File: src/rtl/host_cmd_bridge.sv
// host_cmd_bridge
//   Turns host wire-in levels (address, data, R/W, channel, go) into queued
//   register commands and issues them one at a time over a req/ack handshake
//   to one of NCH downstream register engines. Read data, sticky done flags,
//   sticky error status and queue level are returned for host wire-outs.
//
// Ports
//   clk, rst            system clock, synchronous active-high reset
//   host_addr/wdata/rw  command fields (rw: 1 = write, 0 = read)
//   host_chan           target channel
//   host_go             rising edge enqueues one command
//   host_clr            rising edge clears flag_W, flag_R and err_code
//   host_rdata          data from the last completed read
//   flag_W / flag_R     sticky write / read completed
//   err_code            sticky, first error wins: 0 none, 1 overflow, 2 timeout
//   busy                command queued or in flight
//   fifo_level          queued command count
//   dev_req             one-hot request, held until ack or timeout
//   dev_addr/wdata/rw   issued command fields
//   dev_ack             per-channel single-cycle completion
//   dev_rdata           per-channel read data, valid with ack
module host_cmd_bridge #(
  parameter int AW      = 7,
  parameter int DW      = 8,
  parameter int NCH     = 2,
  parameter int DEPTH   = 4,
  parameter int TIMEOUT = 1000000,
  localparam int CHW    = (NCH > 1) ? $clog2(NCH) : 1,
  localparam int LW     = $clog2(DEPTH + 1)
) (
  input  logic              clk,
  input  logic              rst,
  input  logic [AW-1:0]     host_addr,
  input  logic [DW-1:0]     host_wdata,
  input  logic              host_rw,
  input  logic [CHW-1:0]    host_chan,
  input  logic              host_go,
  input  logic              host_clr,
  output logic [DW-1:0]     host_rdata,
  output logic              flag_W,
  output logic              flag_R,
  output logic [1:0]        err_code,
  output logic              busy,
  output logic [LW-1:0]     fifo_level,
  output logic [NCH-1:0]    dev_req,
  output logic [AW-1:0]     dev_addr,
  output logic [DW-1:0]     dev_wdata,
  output logic              dev_rw,
  input  logic [NCH-1:0]    dev_ack,
  input  logic [NCH*DW-1:0] dev_rdata
);

  localparam int PW = (DEPTH > 1) ? $clog2(DEPTH) : 1;
  localparam int TW = (TIMEOUT > 1) ? $clog2(TIMEOUT) : 1;

  localparam logic [1:0] ERR_NONE = 2'd0;
  localparam logic [1:0] ERR_OVF  = 2'd1;
  localparam logic [1:0] ERR_TMO  = 2'd2;

  typedef enum logic [1:0] {IDLE, ISSUE, WAIT, DONE} state_t;

  typedef struct packed {
    logic [CHW-1:0] chan;
    logic           rw;
    logic [AW-1:0]  addr;
    logic [DW-1:0]  wdata;
  } cmd_t;

  state_t         state;
  cmd_t           mem [DEPTH];
  cmd_t           head;
  logic [PW-1:0]  wr_ptr, rd_ptr;
  logic [CHW-1:0] cur_chan;
  logic           cur_rw;
  logic [TW-1:0]  timer;
  logic           go_q, clr_q;
  logic           go_edge, clr_edge;
  logic           chan_ok, fifo_full, push, pop;
  logic           ack_sel, ack_hit, timed_out;
  logic [1:0]     err_set;

  assign go_edge   = host_go & ~go_q;
  assign clr_edge  = host_clr & ~clr_q;
  assign chan_ok   = 32'(host_chan) < 32'(NCH);
  assign fifo_full = fifo_level == LW'(DEPTH);
  assign push      = go_edge & chan_ok & ~fifo_full;
  assign pop       = (state == IDLE) & (fifo_level != '0);
  assign head      = mem[rd_ptr];
  assign ack_sel   = dev_ack[cur_chan];
  assign ack_hit   = (state == WAIT) & ack_sel;
  assign timed_out = (state == WAIT) & ~ack_sel & (timer == TW'(TIMEOUT - 1));
  assign busy      = (state != IDLE) | (fifo_level != '0);

  // Overflow outranks a timeout landing on the same edge.
  always_comb begin
    // NOTE: every signal assigned in always_comb gets a default first so no
    // path leaves it unassigned, which would otherwise infer a latch.
    err_set = ERR_NONE;
    if (go_edge && !push)
      err_set = ERR_OVF;
    else if (timed_out)
      err_set = ERR_TMO;
  end

  // NOTE: the command store has no reset; the pointers and level define
  // which entries are valid, so clearing the array would only cost logic.
  always_ff @(posedge clk) begin
    if (push)
      mem[wr_ptr] <= '{host_chan, host_rw, host_addr, host_wdata};
  end

  // NOTE: sequential state uses non-blocking assignments only, so every
  // register samples the pre-edge values regardless of statement order.
  always_ff @(posedge clk) begin
    if (rst) begin
      state      <= IDLE;
      go_q       <= 1'b0;
      clr_q      <= 1'b0;
      wr_ptr     <= '0;
      rd_ptr     <= '0;
      fifo_level <= '0;
      cur_chan   <= '0;
      cur_rw     <= 1'b0;
      timer      <= '0;
      host_rdata <= '0;
      flag_W     <= 1'b0;
      flag_R     <= 1'b0;
      err_code   <= ERR_NONE;
      dev_req    <= '0;
      dev_addr   <= '0;
      dev_wdata  <= '0;
      dev_rw     <= 1'b0;
    end else begin
      go_q  <= host_go;
      clr_q <= host_clr;

      if (push)
        wr_ptr <= wr_ptr + 1'b1;
      if (push && !pop)
        fifo_level <= fifo_level + 1'b1;
      else if (pop && !push)
        fifo_level <= fifo_level - 1'b1;

      // Sticky status: a set on the same edge as clr_edge wins.
      flag_W <= (flag_W & ~clr_edge) | ((state == DONE) & cur_rw);
      flag_R <= (flag_R & ~clr_edge) | ((state == DONE) & ~cur_rw);
      if (err_set != ERR_NONE && (err_code == ERR_NONE || clr_edge))
        err_code <= err_set;
      else if (clr_edge)
        err_code <= ERR_NONE;

      unique case (state)
        IDLE: begin
          // The bus is loaded straight from the FIFO head at pop time so
          // dev_req is already up while ISSUE clears the timer.
          if (pop) begin
            rd_ptr    <= rd_ptr + 1'b1;
            cur_chan  <= head.chan;
            cur_rw    <= head.rw;
            dev_addr  <= head.addr;
            dev_wdata <= head.wdata;
            dev_rw    <= head.rw;
            dev_req   <= NCH'(1) << head.chan;
            state     <= ISSUE;
          end
        end
        ISSUE: begin
          timer <= '0;
          state <= WAIT;
        end
        WAIT: begin
          if (ack_hit) begin
            dev_req <= '0;
            if (!cur_rw)
              host_rdata <= dev_rdata[32'(cur_chan) * DW +: DW];
            state <= DONE;
          end else if (timed_out) begin
            dev_req <= '0;
            state   <= IDLE;
          end else begin
            timer <= timer + 1'b1;
          end
        end
        DONE: state <= IDLE;
        default: state <= IDLE;
      endcase
    end
  end

endmodule

File: config.mk
export PLATFORM = sky130hd
export DESIGN_NAME = host_cmd_bridge
export DESIGN_NICKNAME = d
export VERILOG_FILES = /design/src/rtl/host_cmd_bridge.sv
export SDC_FILE = /design/constraint.sdc
export NUM_CORES = 1
export LEC_CHECK = 0
export ABC_AREA = 1
export ABC_CLOCK_PERIOD_IN_PS = 1740
export CAP_MARGIN = 20
export CORE_MARGIN = 1.5
export CORE_UTILIZATION = 35
export CTS_CLUSTER_SIZE = 40
export DETAILED_ROUTE_END_ITERATION = 8
export SETUP_SLACK_MARGIN = 0.4
export SYNTH_ARGS = -nofsm -noshare
export SYNTH_HDL_FRONTEND = slang
export SYNTH_SLANG_ARGS = --single-unit
File: constraint.sdc
create_clock -name clk -period 1.74 [get_ports clk]
set_input_delay 0.174 -clock clk [delete_from_list [all_inputs] [get_ports clk]]
set_output_delay 0.174 -clock clk [all_outputs]
set_load 0.01 [all_outputs]
==> results by group, run 1 <==
Clock network
  – Clock-pin slew on the worst setup and hold paths: 0.06 ns
  – H-Tree Depth: 4
  – TritonCTS clock tree: built
  – Clock root cell: clkbuf_16
  – Max clock buf depth: 2
  – Clock latency at the later pin of the worst-skew pair: just over 0.4 ns
  – Num CTS Buffers: 17
  – Clk sink count: about 130
  – Cts hold-fix bufs: 0

Synth
  – Synth area leaders: edfxtp_1 36%, dfxtp_1 23%, nor2_1 8.2%, o21ai_0 6.5%, nand2_1 6.2%
  – Mapped Area: 5620 µm²
  – Cell with the most instances after synthesis: nor2_1
  – Area share of the largest cell type after synthesis: a little over a third
  – Asr flop ratio synth: 0%
  – Library cells used by synthesis: 35
  – Prevailing post-synth register cell: edfxtp_1
  – Seq cells post-synth: 132
  – Post-synth top cells: 123 x nor2_1, 93 x nand2_1, 73 x o21ai_0
  – Post-Syn Instances: 610
  – Yosys warns: 0
  – Mapped Avg Cell Area: 9.21 µm²
  – Syn nets: 656
  – Sequential share of the synthesized area: 59.1%
  – Number of enable flip-flop cells after synthesis: between 60 and 70
  – Leading area contributor after synthesis: edfxtp_1

Route
  – Met2 WL: 7840 µm
  – DR vias/cell: 4.91
  – DR pass1 iterations: 5
  – DR WL met3: 692 µm
  – Uppermost layer routed: met4
  – Initial DRC count: 313
  – DRC errors left: 0
  – Post-Route M1 WL: 6900 µm
  – Vias after detailed routing: 4,807
  – WL/cell: 15.9 µm
  – Post-route ant nets: 0
  – DRT Wirelength: 15,500 µm

Cells and area
  – Filler Cell Count: 1,389
  – Sequential Area: 3350 µm²
  – Multi-input gate area: 2630 µm²
  – Fin cells: roughly 980
  – N_diodes: 0
  – Area grow syn2layout: 54.3%
  – Nets: 796
  – Share of layout cells above drive strength 1: 33.6%

Floorplan
  – Die area: 16,800 µm²
  – Initial core utilization: 35.6%
  – Row count: 46
  – Die width: 130 µm
  – Core Footprint: 15,800 µm²
  – I/O Pins: 73
  – DIE HEIGHT: 130 µm

Global route
  – Antenna violations before repair: 0
  – Global-route wire length before repair: 23,700 µm
  – Largest net degree at the start of global routing: 35
  – Gr usage total: 18.5%
  – Number of global-route vias before repair: approximately 4,600
  – Grt ovf: 0

STA
  – Worst setup skew after layout: approximately 0.010 ns
  – Setup Viol. Count Final: 0
  – Fin crit period: 1.63 ns
  – Fmax: 614 MHz
  – Worst slew margin: 63.5%
  – RSZ-0062 raised after global routing: true
  – Slew Limit Fails: 0
  – Worst hold slack: 0.312 ns
  – PnR worst setup slack: approximately 0.11 ns
  – Hold Vio Cnt, Final: 0
  – Tcrit/Tclk final: between 90% and 100%
  – Slew @ Worst Pin: 0.547 ns

Critical path
  – CP Capture Type: register
  – Buf+Inv Stages, Crit Path: 2
  – Crit-path max FO: 3
  – Setup CP Type: register to register
  – Slowest stage cell, crit path: dfxtp_4
  – WP data arrival: around 1.9 ns
  – Top delay family on crit path: adder cells
  – Critical path, cell by cell: nor2_4 > nand2_2 > nand2_4 > inv_4 > ha_4 > inv_2 > fa_2 > a21oi_2 > o21ai_2 > o21ai_1 > a21oi_1
  – Largest stage delay, worst path: 0.36 ns
  – Startpoint types: register
  – CP required: 2.04 ns

Power
  – Switching part of the total power: 36.4%
  – Power share of the sequential group: 30.6%
  – Peak supply drop: between 0.0008 and 0.0009 V
  – Cell-internal power: between 8 and 9 mW
  – Comb power frac: 44.1%
  – Clock power share: approximately a quarter
  – Power per cell area: 1530 nW/µm²
  – Leak: 3.33 nW
  – Switching component of the power: 4.81 mW

Run
  – Max-Cap Viols: 0

Outcome
  – Run status: complete, no violations

Placed design
  – PortBufs: 72
  – GPL Wtd Cong: 0.838
  – Placed Cells: 904
  – Pre-CTS setup slack: -0.260 ns
  – Final HPWL DP: 8640 µm

Hold path
  – Hold WC Path Type: primary input to register
[power groups by stage]
stage / combinational, mW / sequential, mW / clock [mW]
after global routing: 6.24 / 4.09 / 3.53
after CTS: 5.02 / 4.02 / 3.40
final: 5.83 / 4.05 / 3.35
after global placement: 3.53 / 4.05 / 0
after floorplan: 2.06 / 4.10 / 0
after detailed placement: 3.59 / 4.06 / 0
[kinds of logic (layout without fill, tap and decap cells)]
group	Yosys count	count (layout)	synth area share, %
AO/OA/AOI/OAI	131	131	13.1
buffers and inverters	74	227	5.48
AND/OR/NAND/NOR	258	258	19.4
XOR/XNOR	8	8	1.25
flip-flops	132	132	59.1
adder cells (fa/ha/maj)	7	7	1.69
[state kept, by name (all words and copies together), names as in the netlist, named ones only]
signal / flops
mem: 68
timer: 20
dev_wdata: 8
host_rdata: 8
dev_addr: 7
fifo_level: 3
dev_req: 2
err_code: 2
rd_ptr: 2
state: 2
wr_ptr: 2
clr_q: 1
cur_chan: 1
cur_rw: 1
flag_R: 1
flag_W: 1
go_q: 1
[cell usage in the layout (no fill, tap or decap), types with 21 or more instances in the layout]
master / instances
clkdlybuf4s50_1: 38
clkbuf_16: 21
a21oi_2: 21
dfxtp_1: 49
o21ai_0: 39
buf_4: 27
edfxtp_1: 68
o21ai_2: 26
nor2_1: 108
nand2_4: 22
inv_1: 40
nand2_1: 62
a31oi_1: 21
dlygate4sd2_1: 33
[final cells by class]
type | instances | area share [%]
flip-flops and latches | 132 | 38.7
multi-input cells | 404 | 30.4
repair buffers | 141 | 18.5
clock buffers | 20 | 5.15
well taps | 216 | 3.12
inverters | 52 | 2.65
clock inverters | 12 | 1.27
repair inverters | 2 | 0.289
[through the flow]
step                      power (mW)  cell area (µm²)  utilization, %  setup TNS (ns)
after global placement          7.58             6920            43.9          -0.379
after detailed placement        7.65             6920            43.9          -0.948
final                           13.2             8670            55.0               0
after CTS                       12.4             8170            51.8               0
after global routing            13.9             8670            55.0               0
after floorplan                 6.16             5730               -               0
[path summary, 6_finish.rpt]
kind                                     from       endpoint  slack, ns  depth (start not counted)
worst max-delay path            fifo_level[0]  fifo_level[2]       0.11                         11
worst min-delay path                 host_clr          clr_q       0.31                          3
worst max register to register  fifo_level[0]  fifo_level[2]       0.11                         11
worst min register to register         flag_R         flag_R       0.47                          2
[worst register-to-register path: cells and delay by family, from the launching register on]
family / cells / cell delay, ns
fa+ha+maj: 2 / 0.47
compound gates: 4 / 0.37
flops: 1 / 0.36
simple gates: 3 / 0.21
buf+inv: 2 / 0.10
[timing repair]
action / in CTS / in global routing
resized for setup: 150 / 100
cloned: 10 / 2
setup buffers: 22 / 9
pin swaps: 30 / 21
setup endpoints to repair: 154 / 125
[metal layers]
layer | vias to the layer above | track usage (%)
met5 | - | 0
met4 | 0 | 5.88
met3 | 9 | 4.18
met2 | 120 | 30.5
met1 | 2344 | 24.4
li1 | 2334 | -
Power figures use the tool's default switching activity.
==> run 2: changes to the inputs <==
--- a/config.mk
+++ b/config.mk
@@ -12,6 +12,8 @@
 export CORE_UTILIZATION = 35
 export CTS_CLUSTER_SIZE = 40
 export DETAILED_ROUTE_END_ITERATION = 8
+export GPL_TIMING_DRIVEN = 1
+export PLACE_DENSITY = 0.57
 export SETUP_SLACK_MARGIN = 0.4
 export SYNTH_ARGS = -nofsm -noshare
 export SYNTH_HDL_FRONTEND = slang
==> run 2 against run 1 <==
  * Critical path depth down 2
  * Clock power up 3%
  * Global-route usage up 0.68 points
  * Design area up 5.5%
  * Register-to-register slack about the same
  * Sequential share of layout area down 1.9 points
  * First-iteration DRC count up 0.96%
  * Die area unchanged
  * Clock-buffer cell count down 2
  * Critical path type unchanged
  * Critical endpoint is now fifo_level[1]
==> results by group, run 2 (same netlist as run 1, synthesis figures left out) <==
STA
  – Fmax: 609 MHz (-0.90%)
  – Slew @ Worst Pin: 0.614 ns (+0.0674 ns)
  – Tcrit/Tclk final: 94.4% (+0.85 points)
  – RSZ-0062 raised after global routing: true
  – Slew Limit Fails: 0 (unchanged)
  – Hold Vio Cnt, Final: 0 (unchanged)
  – PnR worst setup slack: 0.0966 ns (-0.0148 ns)
  – Worst setup skew after layout: 0.0102 ns (-0.000206 ns)
  – Fin crit period: 1.64 ns (+0.0148 ns)
  – Setup Viol. Count Final: 0 (unchanged)
  – Worst hold slack: 0.312 ns (-0.0000270 ns)
  – Worst slew margin: 59.0% (-4.5 points)

Global route
  – Gr usage total: 19.2% (+0.68 points)
  – Global-route wire length before repair: 24,500 µm (+3.5%)
  – Largest net degree at the start of global routing: 35 (unchanged)
  – Number of global-route vias before repair: 4,864 (+5.3%)
  – Antenna violations before repair: 0 (unchanged)
  – Grt ovf: 0 (unchanged)

Critical path
  – CP required: 2.05 ns (about the same)
  – Worst R2R Setup Slack: 0.1 ns (about the same)
  – Worst R2R Path Depth: 9 (-2)
  – Setup CP Type: register to register
  – CP Capture Type: register
  – Critical path, cell by cell: nor2_4 > nand2_2 > nand2_4 > inv_4 > ha_4 > inv_2 > fa_2 > o21ai_2 > a21oi_2
  – Crit-path max FO: 2 (-1)
  – FF-to-FF Start: fifo_level[0]
  – RR Endpoint: fifo_level[1]
  – Slowest stage cell, crit path: fa_2
  – Largest stage delay, worst path: 0.44 ns (+0.08 ns)
  – Startpoint types: register
  – WP data arrival: 1.96 ns (+0.03 ns)

Cells and area
  – Nets: 826 (+3.8%)
  – Area grow syn2layout: 62.7%
  – Max reg flops: 68 (unchanged)
  – Commonest non-fill, non-tap cell in the layout: nor2_1
  – Design area: 9150 µm² (+5.5%)
  – Share of layout cells above drive strength 1: 38.2% (+4.7 points)
  – Layout Utilization: 58.0% (+3.0 points)
  – Most frequent cells in the layout: 102 x nor2_1, 68 x edfxtp_1, 58 x nand2_1
  – Fin cells: 1,009 (+3.1%)
  – Filler Cell Count: 1,288 (-7.3%)
  – N_diodes: 0 (unchanged)
  – Biggest registers after layout: mem: 68 flops, timer: 20 flops
  – Reg with most FFs: mem

Clock network
  – Num CTS Buffers: 17 (unchanged)
  – H-Tree Depth: 4 (unchanged)
  – TritonCTS clock tree: built
  – Clock-pin slew on the worst setup and hold paths: 0.06 ns (about the same)
  – Clock root cell: clkbuf_16
  – Clock latency at the later pin of the worst-skew pair: 0.42 ns (about the same)
  – Max clock buf depth: 2 (unchanged)
  – Clk sink count: 132 (unchanged)
  – Cts hold-fix bufs: 0 (unchanged)

Route
  – Post-route ant nets: 0 (unchanged)
  – DR vias/cell: 4.88 (-0.69%)
  – DRT Wirelength: 16,400 µm (+5.5%)
  – Vias after detailed routing: 4,920 (+2.4%)
  – DRC errors left: 0 (unchanged)
  – WL/cell: 16.2 µm (+2.4%)
  – DR pass1 iterations: 5 (unchanged)
  – Initial DRC count: 316 (+0.96%)

Placed design
  – Pre-CTS setup slack: -0.236 ns (+0.0235 ns)
  – GPL Wtd Cong: 0.838 (about the same)
  – PortBufs: 72 (unchanged)
  – Placed Cells: 912 (+0.88%)
  – Placed Area: 6990 µm² (+1.0%)
  – Final HPWL DP: 9060 µm (+4.8%)

Outcome
  – Run status: complete, no violations

Hold path
  – Hold_sp: host_clr
  – Hold WC Path Type: primary input to register
  – Hold Path Depth: 3 (unchanged)
  – Hold Crit Endpoint: clr_q

Floorplan
  – Die area: 16,800 µm² (unchanged)
  – I/O Pins: 73 (unchanged)
  – Die width: 130 µm (unchanged)
  – Row count: 46 (unchanged)
  – Initial core utilization: 35.6% (unchanged)
  – Core Footprint: 15,800 µm² (unchanged)
  – DIE HEIGHT: 130 µm (unchanged)

Power
  – Power per cell area: 1550 nW/µm² (+1.8%)
  – Leak: 3.50 nW (+5.1%)
  – Peak supply drop: 0.000918 V (+6.5%)

Run
  – Max-Cap Viols: 0 (unchanged)
run 2: metal layers:
layer  GRT usage [%]  vias up  wire length, µm
li1                -     2397                -
met1            23.1     2369             6840
met2            33.4      133             8700
met3            4.39       21              644
met4            7.65        0              207
met5               0        -                0
run 2: worst max path at each step:
stage / start / end / slack (ns) / cells after the start
CTS: fifo_level[0] / fifo_level[2] / 0.12 / 10
detailed placement: host_go / fifo_level[2] / -0.24 / 12
global placement: host_go / fifo_level[2] / -0.22 / 12
global route: fifo_level[0] / fifo_level[1] / 0.04 / 9
floorplan: fifo_level[1] / fifo_level[2] / 0.12 / 10
finish: fifo_level[0] / fifo_level[1] / 0.1 / 9
run 2: final cells by class:
class                   count  area (µm²)  area share [%]
clock buffers              18         429            4.69
flip-flops and latches    132        3360            36.7
clock inverters            14         139            1.52
well taps                 216         270            2.96
inverters                  52         224            2.45
multi-input cells         404        2760            30.2
repair buffers            173        1960            21.5
run 2: power by group:
part	internal [mW]	total [mW]	switching, mW
Clock	2.01	3.46	1.45
Sequential	3.75	4.05	0.299
Combinational	3.33	6.70	3.37
Total	9.08	14.2	5.12
run 2: repair_timing:
item | 4_1_cts | 5_1_grt
buffers inserted | 39 | 15
gates cloned | 6 | 5
endpoints found under the setup margin | 156 | 127
gates resized for setup | 155 | 120
pin swaps | 35 | 35
run 2: worst max-delay path: cells and delay by family, from the launching register on:
kind                     cells  cell delay (ns)
adder cells (fa/ha/maj)      2             0.58
buffers and inverters        2             0.10
AND/OR/NAND/NOR              3             0.31
flip-flops                   1             0.35
AO/OA/AOI/OAI                2             0.21
run 2: stage by stage:
| stage | setup TNS (ns) | power, mW |
|---|---|---|
| after floorplan | 0 | 6.16 |
| after global placement | -0.349 | 7.74 |
| after detailed placement | -0.579 | 7.83 |
| after CTS | 0 | 13.0 |
| after global routing | 0 | 14.9 |
| final | 0 | 14.2 |
